## config.mk

```make
export PLATFORM = sky130hd
export DESIGN_NAME = pipe_ctrl
export DESIGN_NICKNAME = d
export VERILOG_FILES = /design/src/rtl/pipe_ctrl.sv
export SDC_FILE = /design/constraint.sdc
export NUM_CORES = 1
export LEC_CHECK = 0
export ABC_AREA = 1
export CAP_MARGIN = 20
export CORE_AREA = 2 2 67 82
export CTS_CLUSTER_SIZE = 10
export DETAILED_ROUTE_END_ITERATION = 10
export DIE_AREA = 0 0 69 84
export HOLD_SLACK_MARGIN = 0.05
export PLACE_DENSITY = 0.84
export SKIP_LAST_GASP = 1
export SYNTH_ARGS = -nofsm -noshare
export SYNTH_HDL_FRONTEND = slang
export SYNTH_SLANG_ARGS = --single-unit
```

## constraint.sdc

```tcl
create_clock -name clk -period 1.9 [get_ports clk]
set_input_delay 0.38 -clock clk [delete_from_list [all_inputs] [get_ports clk]]
set_output_delay 0.38 -clock clk [all_outputs]
set_load 0.02 [all_outputs]
```

## src/rtl/pipe_ctrl.sv

```systemverilog
// pipe_ctrl: central pipeline controller for the five-stage core.
//
// Merges per-stage stall requests into the stall vector consumed by the
// pipeline registers and sequences exception / eret handling:
//   cycle N   : flush all inter-stage registers
//   cycle N+1 : redirect the PC (pc_load + new_pc) for exactly one cycle
//
// Optional feature: define PIPE_CTRL_WDOG_EN to build a stall watchdog that
// raises a sticky wdog_trip after WDOG_LIMIT consecutive stalled cycles.
//
// Ports:
//   clk, rst        clock, asynchronous active-high reset
//   stallreq_if/id/ex/mem  per-stage stall requests
//   excepttype      exception code from MEM (0 = none)
//   cp0_epc         EPC from CP0, target of eret
//   stall[5:0]      bit k freezes stage k (0=PC .. 5=WB)
//   flush           clear all pipeline registers at the next edge
//   pc_load/new_pc  one-cycle PC redirect
//   wdog_trip       sticky watchdog flag (watchdog builds only)
module pipe_ctrl #(
    parameter logic [31:0] EXC_VECTOR = 32'h0000_0020,
    parameter logic [31:0] ERET_CODE  = 32'h0000_000e,
    parameter int          WDOG_LIMIT = 1024
) (
    input  logic        clk,
    input  logic        rst,
    input  logic        stallreq_if,
    input  logic        stallreq_id,
    input  logic        stallreq_ex,
    input  logic        stallreq_mem,
    input  logic [31:0] excepttype,
    input  logic [31:0] cp0_epc,
    output logic [5:0]  stall,
    output logic        flush,
    output logic        pc_load,
    output logic [31:0] new_pc
`ifdef PIPE_CTRL_WDOG_EN
    ,
    output logic        wdog_trip
`endif
);

    localparam logic [0:0] IDLE     = 1'b0;
    localparam logic [0:0] REDIRECT = 1'b1;

    if (WDOG_LIMIT < 1) begin : g_bad_limit
        $error("pipe_ctrl: WDOG_LIMIT must be at least 1");
    end

    logic [0:0]  state;
    logic [31:0] target;

    // Outputs are forced quiet while rst is asserted so the pipeline never
    // sees a stall or redirect from a half-reset controller.
    always_comb begin
        stall   = 6'b000000;
        flush   = 1'b0;
        pc_load = 1'b0;
        if (!rst) begin
            if (state == REDIRECT) begin
                // Pipeline holds only bubbles here; requests are ignored.
                pc_load = 1'b1;
            end else if (excepttype != 32'd0) begin
                // Flush wins over every stall request.
                flush = 1'b1;
            end else if (stallreq_mem) begin
                stall = 6'b011111;
            end else if (stallreq_ex) begin
                stall = 6'b001111;
            end else if (stallreq_id) begin
                stall = 6'b000111;
            end else if (stallreq_if) begin
                stall = 6'b000011;
            end
        end
    end

    assign new_pc = target;

    always_ff @(posedge clk or posedge rst) begin
        if (rst) begin
            state  <= IDLE;
            target <= 32'd0;
        end else begin
            case (state)
                IDLE: begin
                    if (excepttype != 32'd0) begin
                        state  <= REDIRECT;
                        target <= (excepttype == ERET_CODE) ? cp0_epc : EXC_VECTOR;
                    end
                end
                default: state <= IDLE;
            endcase
        end
    end

`ifdef PIPE_CTRL_WDOG_EN
    localparam int             CW  = $clog2(WDOG_LIMIT + 1);
    localparam logic [CW-1:0]  LIM = CW'(WDOG_LIMIT);

    logic [CW-1:0] wdog_cnt;

    // Trip on the same edge the counter reaches the limit, i.e. right after
    // the WDOG_LIMIT-th consecutive stalled cycle.
    always_ff @(posedge clk or posedge rst) begin
        if (rst) begin
            wdog_cnt  <= '0;
            wdog_trip <= 1'b0;
        end else if (stall != 6'b000000) begin
            if (wdog_cnt != LIM)
                wdog_cnt <= wdog_cnt + 1'b1;
            if (wdog_cnt >= LIM - 1'b1)
                wdog_trip <= 1'b1;
        end else begin
            wdog_cnt <= '0;
        end
    end
`endif

endmodule

```

* Word level (Yosys, flattened, before mapping)
Cells that the tools add are included.
** Storage, ports and cells
- Word-level logic and storage cells :: 19
- Bits in registers :: 33
- Output and inout port bits :: 40
- Bits of input ports :: 70
** Operators by class
- Mux-type cells :: 13
- Equal/unequal tests :: 1
- Bitwise gates (word level) :: 1
- Reduce and logical (&&, ||, !) cells :: 2
** Operator list (number)
- == test 32 x 4 -> 1 bit, second input constant :: 1
- two-way mux 32 bit :: 1
- nonzero test 32 bit :: 1
- two-way mux 5 bit :: 3
- two-way mux 6 bit :: 1
- two-way mux 1 bit :: 5
- two-way mux 4 bit :: 1
- two-way mux 3 bit :: 1
- two-way mux 2 bit :: 1
- AND reduction 2 bit :: 1
- NOT 1 bit :: 1

* Longest topological paths before layout
Gate-level depths: netlist of run 1.
- Word-level depth :: 7
- Gate-level depth with buffers :: 10
- Mapped depth without buffers :: 9

* Worst setup path before layout of run 1
No wires, ideal clock.
- Path kind :: input to output
- Start :: in excepttype[31]
- End :: out stall[1]
- Required time :: 1.520 ns
- Arrival time :: 1.624 ns
- Setup slack :: -0.104 ns
- Stages :: 8
- Path buffers :: 1
- Cells stage by stage :: nor2_1 -> nand2_1 -> nor2_1 -> nand2_2 -> nor2_1 -> nand2_1 -> a21oi_1 -> buf_4
** Between the ends
- Cells in the longest elaborated chain, start to end :: 4
** RTL lines
- start, declared :: RTL line 31 : input logic [31:0] excepttype,
- nonzero test 32 bit :: RTL line 63 : end else if (excepttype != 32'd0) begin
- two-way mux 5 bit :: RTL line 63
- two-way mux 5 bit :: RTL line 60 : if (state == REDIRECT) begin
- two-way mux 6 bit :: RTL line 59 : if (!rst) begin
- end, declared :: RTL line 33 : output logic [5:0] stall,
Every way passes these cells.

* Worst setup path in the final report of run 1
- Start :: in excepttype[2]
- End :: out stall[0]
The elaborated chain is that of the path after synthesis.

==> results.json, run 1 <==
{
  "antenna_cells": 0,
  "dr.pass1.iters": 4,
  "drv_slew": 0,
  "ys_ff_latch": 33,
  "track_usage": 0.184,
  "worstReg2RegStart": "state",
  "synth_nets": 351,
  "core_area_um2": 5080,
  "drtIter0Drc": 75,
  "io_buffer_count": 108,
  "instances_no_fill": 472,
  "grt_pass1_wl_um": 8710,
  "avgSynthCellArea_um2": 6.53,
  "cp_top_family": "simple AND/OR/NAND/NOR gates",
  "vias_per_cell": 4.36,
  "path_buf_inv": 2,
  "status": "finished clean",
  "wire_per_inst_um": 11.2,
  "pin_count": 110,
  "antenna_found_initial": 0,
  "r2r-end": "new_pc[30]",
  "seq_area_frac_synth": 0.450,
  "routabilityCongestion": 0.728,
  "min_path_cells": 2,
  "syn_area_um2": 1840,
  "num-fill-cells": 466,
  "intPower_mw": 1.08,
  "grt_max_degree": 33,
  "numCtsBuffers": 5,
  "holdCritPathClass": "flop to flop",
  "clk_latency_ns": 0.28,
  "fin_skew_ns": 0.00627,
  "grt_overflow": 0,
  "start_util": 0.361,
  "cp-start-kind": "primary input",
  "finalHoldViolCount": 0,
  "area_growth_pct": 81.0,
  "synth_warnings": 0,
  "path_clk_slew_ns": 0.07,
  "fin_nets": 479,
  "path_class": "primary input to primary output",
  "reg2reg_depth": 4,
  "drive_above_1_share": 0.202,
  "clockRootBuffer": "clkbuf_8",
  "finalCritPeriodShare": 0.973,
  "fin_crit_ns": 1.85,
  "wl_um": 5300,
  "place_worst_setup_slack_ns": -0.762,
  "setup-violations-final": 0,
  "synth_cell_types": 14,
  "hpwl_um": 3710,
  "worst_slack_ns": 0.0511,
  "grt_pass1_vias": 2074,
  "cts_max_level": 2,
  "tightest_slew_ns": 0.663,
  "power_mw": 1.41,
  "dp.cells": 451,
  "cpPeakStageDelay_ns": 0.24,
  "die_w_um": 69,
  "drv_cap": 0,
  "r2r_slack_ns": 0.50,
  "ctsHoldBuffers": 0,
  "worst_hold_slack_ns": 0.475,
  "max_slew_margin": 0.557,
  "combPwrFrac": 0.145,
  "p_per_area_nw_per_um2": 425,
  "clockPowerShare": 0.358,
  "max_freq_ghz": 0.541,
  "fin_tns_setup_ns": 0,
  "swShare": 0.234,
  "postRouteAntennaNets": 0,
  "cts_sinks": 33,
  "vias": 2057,
  "cts_tree": "yes",
  "holdCritStartpoint": "new_pc[1]",
  "min_to": "new_pc[1]",
  "worstPathRequired_ns": 1.52,
  "arrival_ns": 1.47,
  "worst-path-max-fanout": 4,
  "crit_slowest_cell": "dlygate4sd2_1",
  "syn_inst": 281,
  "die_area_um2": 5800,
  "p_leak_nw": 1.82,
  "crit_chain": "dlygate4sd2_1, nor2_1, nand2_1, nor2_2, nand2_2, nor2_4, nand2_4, a21oi_4, buf_6",
  "endpoint_kind": "primary output",
  "die_h_um": 84,
  "ir_worst_vdd_uv": 255,
  "rows": 29,
  "drc_errors": 0,
  "p_sw_mw": 0.330,
  "cts_buffer_depth": 2,
  "power_frac_seq": 0.497
}
## Yosys cell counts
cell type	count	area [µm²]
nor3_1	1	5.00
dfrtp_1	33	826
conb_1	1	3.75
nor2_2	1	6.26
buf_4	5	37.5
nor2_1	64	240
nand3b_1	1	7.51
clkbuf_8	3	41.3
inv_1	49	184
nand2_1	116	435
a21oi_1	1	5.00
o21ai_4	1	16.3
nand2_2	2	12.5
buf_2	3	15.0
## routing by layer
metal / wire length [µm] / share of wire / vias up / track usage
li1: - / - / 1045 / -
met1: 1970 / 0.37 / 918 / 0.183
met2: 2880 / 0.54 / 84 / 0.351
met3: 358 / 0.068 / 10 / 0.0519
met4: 93 / 0.018 / 0 / 0.0749
met5: 0 / 0 / - / 0
## worst max-delay path by stage
| stage | slack (ns) | depth (start not counted) | startpoint | end |
|---|---|---|---|---|
| 3_3_place_gp | -0.70 | 9 | excepttype[5] | stall[0] |
| 2_1_floorplan | 0.05 | 8 | excepttype[31] | stall[1] |
| 4_1_cts | 0.008 | 9 | excepttype[12] | stall[1] |
| 5_1_grt | -0.02 | 9 | excepttype[2] | stall[0] |
| 3_5_place_dp | -0.76 | 9 | excepttype[5] | stall[0] |
| 6_report | 0.05 | 9 | excepttype[2] | stall[0] |
## flip-flops by register name (all words and copies together) (netlist names)
register  count
new_pc       32
state         1
## cell families after synthesis
| kind of cell | Yosys count | share of synthesized area |
|---|---|---|
| AOI/OAI and AO/OA | 2 | 0.0116 |
| and+or+nand+nor | 185 | 0.385 |
| other | 1 | 0.00204 |
| buffers and inverters | 60 | 0.151 |
| DFF | 33 | 0.450 |
## worst register-to-register path, cell delays in order (launching register included)
cell     delay (ns)
dfrtp_1        0.40
nor2_2         0.54
buf_8          0.24
nand2_1        0.08
nand2_1        0.07
## power by group through the flow
stage          Combinational (mW)  Sequential, mW  Clock [mW]
2_1_floorplan              0.0487           0.716           0
3_3_place_gp                0.207           0.716           0
3_5_place_dp                0.210           0.716           0
4_1_cts                     0.196           0.702       0.526
5_1_grt                     0.229           0.702       0.556
6_report                    0.205           0.702       0.506
## final cells by class
type,count,area (µm²),share of cell area
Sequential cell,33,826,0.248
Inverter,49,184,0.0553
Clock buffer,5,68.8,0.0207
Multi-Input combinational cell,188,871,0.262
Timing Repair Buffer,132,1280,0.385
Clock inverter,3,17.5,0.00527
Tap cell,62,77.6,0.0233
## placed cells by master, fill, tap and decap left out, types with 3 or more instances in the layout
cell type,synthesis,layout
clkbuf_16,0,3
clkbuf_8,3,5
clkdlybuf4s50_1,0,69
buf_4,5,21
clkdlybuf4s15_1,0,15
nand2_1,116,111
buf_6,0,3
dlygate4sd2_1,0,7
inv_2,0,3
nor2_4,0,10
inv_1,49,46
nor2_2,1,11
clkbuf_2,0,11
nand2_2,2,5
nor2_1,64,44
dfrtp_1,33,33
## through the flow
step,util,cell area [µm²]
floorplan,-,1840
global placement,0.586,2980
global route,0.654,3320
finish,0.654,3320
CTS,0.615,3120
detailed placement,0.589,2990
## timing repair
item,CTS,global route
cloned,0,3
pin swaps,30,42
setup endpoints to repair,26,37
resized for setup,67,84
setup buffers,12,0
Power figures use the tool's default switching activity.
==> run 2, diff against run 1 <==
--- a/config.mk
+++ b/config.mk
@@ -7,12 +7,13 @@
 export LEC_CHECK = 0
 export ABC_AREA = 1
 export CAP_MARGIN = 20
-export CORE_AREA = 2 2 67 82
+export CORE_AREA = 2 2 66 81
+export CTS_BUF_LIST = sky130_fd_sc_hd__clkbuf_2
 export CTS_CLUSTER_SIZE = 10
 export DETAILED_ROUTE_END_ITERATION = 10
-export DIE_AREA = 0 0 69 84
+export DIE_AREA = 0 0 68 83
 export HOLD_SLACK_MARGIN = 0.05
-export PLACE_DENSITY = 0.84
+export PLACE_DENSITY = 0.86
 export SKIP_LAST_GASP = 1
 export SYNTH_ARGS = -nofsm -noshare
 export SYNTH_HDL_FRONTEND = slang
==> run 2 against run 1 <==
Core utilization down 0.20 points; first-iteration DRC count down 19%; global-route usage down 0.60 points; via count down 3.1%.
==> results.json, run 2 (same netlist as run 1, synthesis figures left out) <==
{
  "status": "finished clean",
  "worst-path-max-fanout": 4,
  "num-fill-cells": 438,
  "fin_skew_ns": 0.00896,
  "max_freq_ghz": 0.550,
  "finalCritPeriodShare": 0.957,
  "cts_buffer_depth": 2,
  "antenna_found_initial": 0,
  "worst_hold_slack_ns": 0.390,
  "largest_register_ffs": 32,
  "routabilityCongestion": 0.755,
  "grt_max_degree": 33,
  "numCtsBuffers": 5,
  "cp-start-kind": "primary input",
  "wl_um": 5320,
  "endpoint_kind": "primary output",
  "layout_common_cells": "113 x nand2_1, 69 x clkdlybuf4s50_1, 49 x nor2_1",
  "r2r_slack_ns": 0.73,
  "drive_above_1_share": 0.197,
  "die_area_um2": 5640,
  "instances_no_fill": 467,
  "p_leak_nw": 1.78,
  "rows": 28,
  "path_clk_slew_ns": 0.18,
  "vias": 1994,
  "ir_worst_vdd_uv": 250,
  "cts_max_level": 2,
  "drtIter0Drc": 61,
  "holdCritPathClass": "primary input to asynchronous set/reset pin",
  "worst_slack_ns": 0.0819,
  "die_w_um": 68,
  "worstPathRequired_ns": 1.52,
  "die_h_um": 83,
  "drv_slew": 0,
  "core_area_um2": 4830,
  "fin_area_um2": 3150,
  "drc_errors": 0,
  "finalHoldViolCount": 0,
  "cts_tree": "yes",
  "path_class": "primary input to primary output",
  "io_buffer_count": 108,
  "setup-violations-final": 0,
  "postRouteAntennaNets": 0,
  "fin_crit_ns": 1.82,
  "grt_pass1_vias": 1917,
  "start_util": 0.380,
  "vias_per_cell": 4.27,
  "grt_overflow": 0,
  "wire_per_inst_um": 11.4,
  "place_area_um2": 3010,
  "pin_count": 110,
  "clockRootBuffer": "clkbuf_2",
  "clk_latency_ns": 0.36,
  "antenna_cells": 0,
  "dr.pass1.iters": 4,
  "final_core_util": 0.652,
  "arrival_ns": 1.44,
  "cpPeakStageDelay_ns": 0.47,
  "crit_chain": "clkdlybuf4s50_1, nor2_1, nand2_4, a21oi_4, buf_6",
  "place_worst_setup_slack_ns": -0.753,
  "area_growth_pct": 71.8,
  "dp.cells": 447,
  "fin_nets": 476,
  "layout_commonest_cell": "nand2_1",
  "crit_slowest_cell": "clkdlybuf4s50_1",
  "drv_cap": 0,
  "hpwl_um": 3710,
  "track_usage": 0.178,
  "grt_pass1_wl_um": 7910,
  "cts_sinks": 33,
  "p_per_area_nw_per_um2": 386
}
==> run 2: repair_timing <==
action                     CTS  global route
cloned                       0             3
setup buffers                7             3
setup endpoints to repair    7            37
resized for setup           82            61
hold buffers                 0             0
pin swaps                   31            26
==> run 2: worst paths after layout <==
check                           start         end  cells after the start
hold reg to reg            new_pc[28]  new_pc[28]                      2
hold / removal                    rst   new_pc[8]                      3
min in group clk           new_pc[28]  new_pc[28]                      2
max in group asynchronous         rst  new_pc[29]                      3
setup reg to reg                state  new_pc[21]                      5
setup / recovery                  rst    stall[1]                      5
==> run 2: layout make-up <==
class | instances | area (µm²) | share of cell area
clock buffers | 5 | 25.0 | 0.00794
inverters | 49 | 184 | 0.0583
clock inverters | 3 | 17.5 | 0.00556
well taps | 60 | 75.1 | 0.0238
multi-input cells | 188 | 823 | 0.261
flip-flops and latches | 33 | 826 | 0.262
repair buffers | 129 | 1200 | 0.381
==> run 2: worst max-delay path: cells and delay by family <==
kind	cells	cell delay (ns)
simple gates	2	0.30
compound gates	1	0.15
buf+inv	2	0.61
==> run 2: power by group <==
group | total, mW | switching (mW) | internal, mW
logic | 0.191 | 0.0701 | 0.121
clock network | 0.325 | 0.239 | 0.0860
registers | 0.703 | 0.00000000101 | 0.703
==> run 2: routing by layer <==
metal / wire, µm / global-route usage
met3: 358 / 0.0528
met5: 0 / 0
met4: 32 / 0.0455
met2: 2830 / 0.334
met1: 2100 / 0.183
==> run 2: stage by stage <==
stage | power, mW | TNS (ns)
floorplan | 0.764 | 0
global placement | 0.919 | -6.77
detailed placement | 0.923 | -8.60
CTS | 1.23 | 0
global route | 1.29 | -0.00307
finish | 1.22 | 0
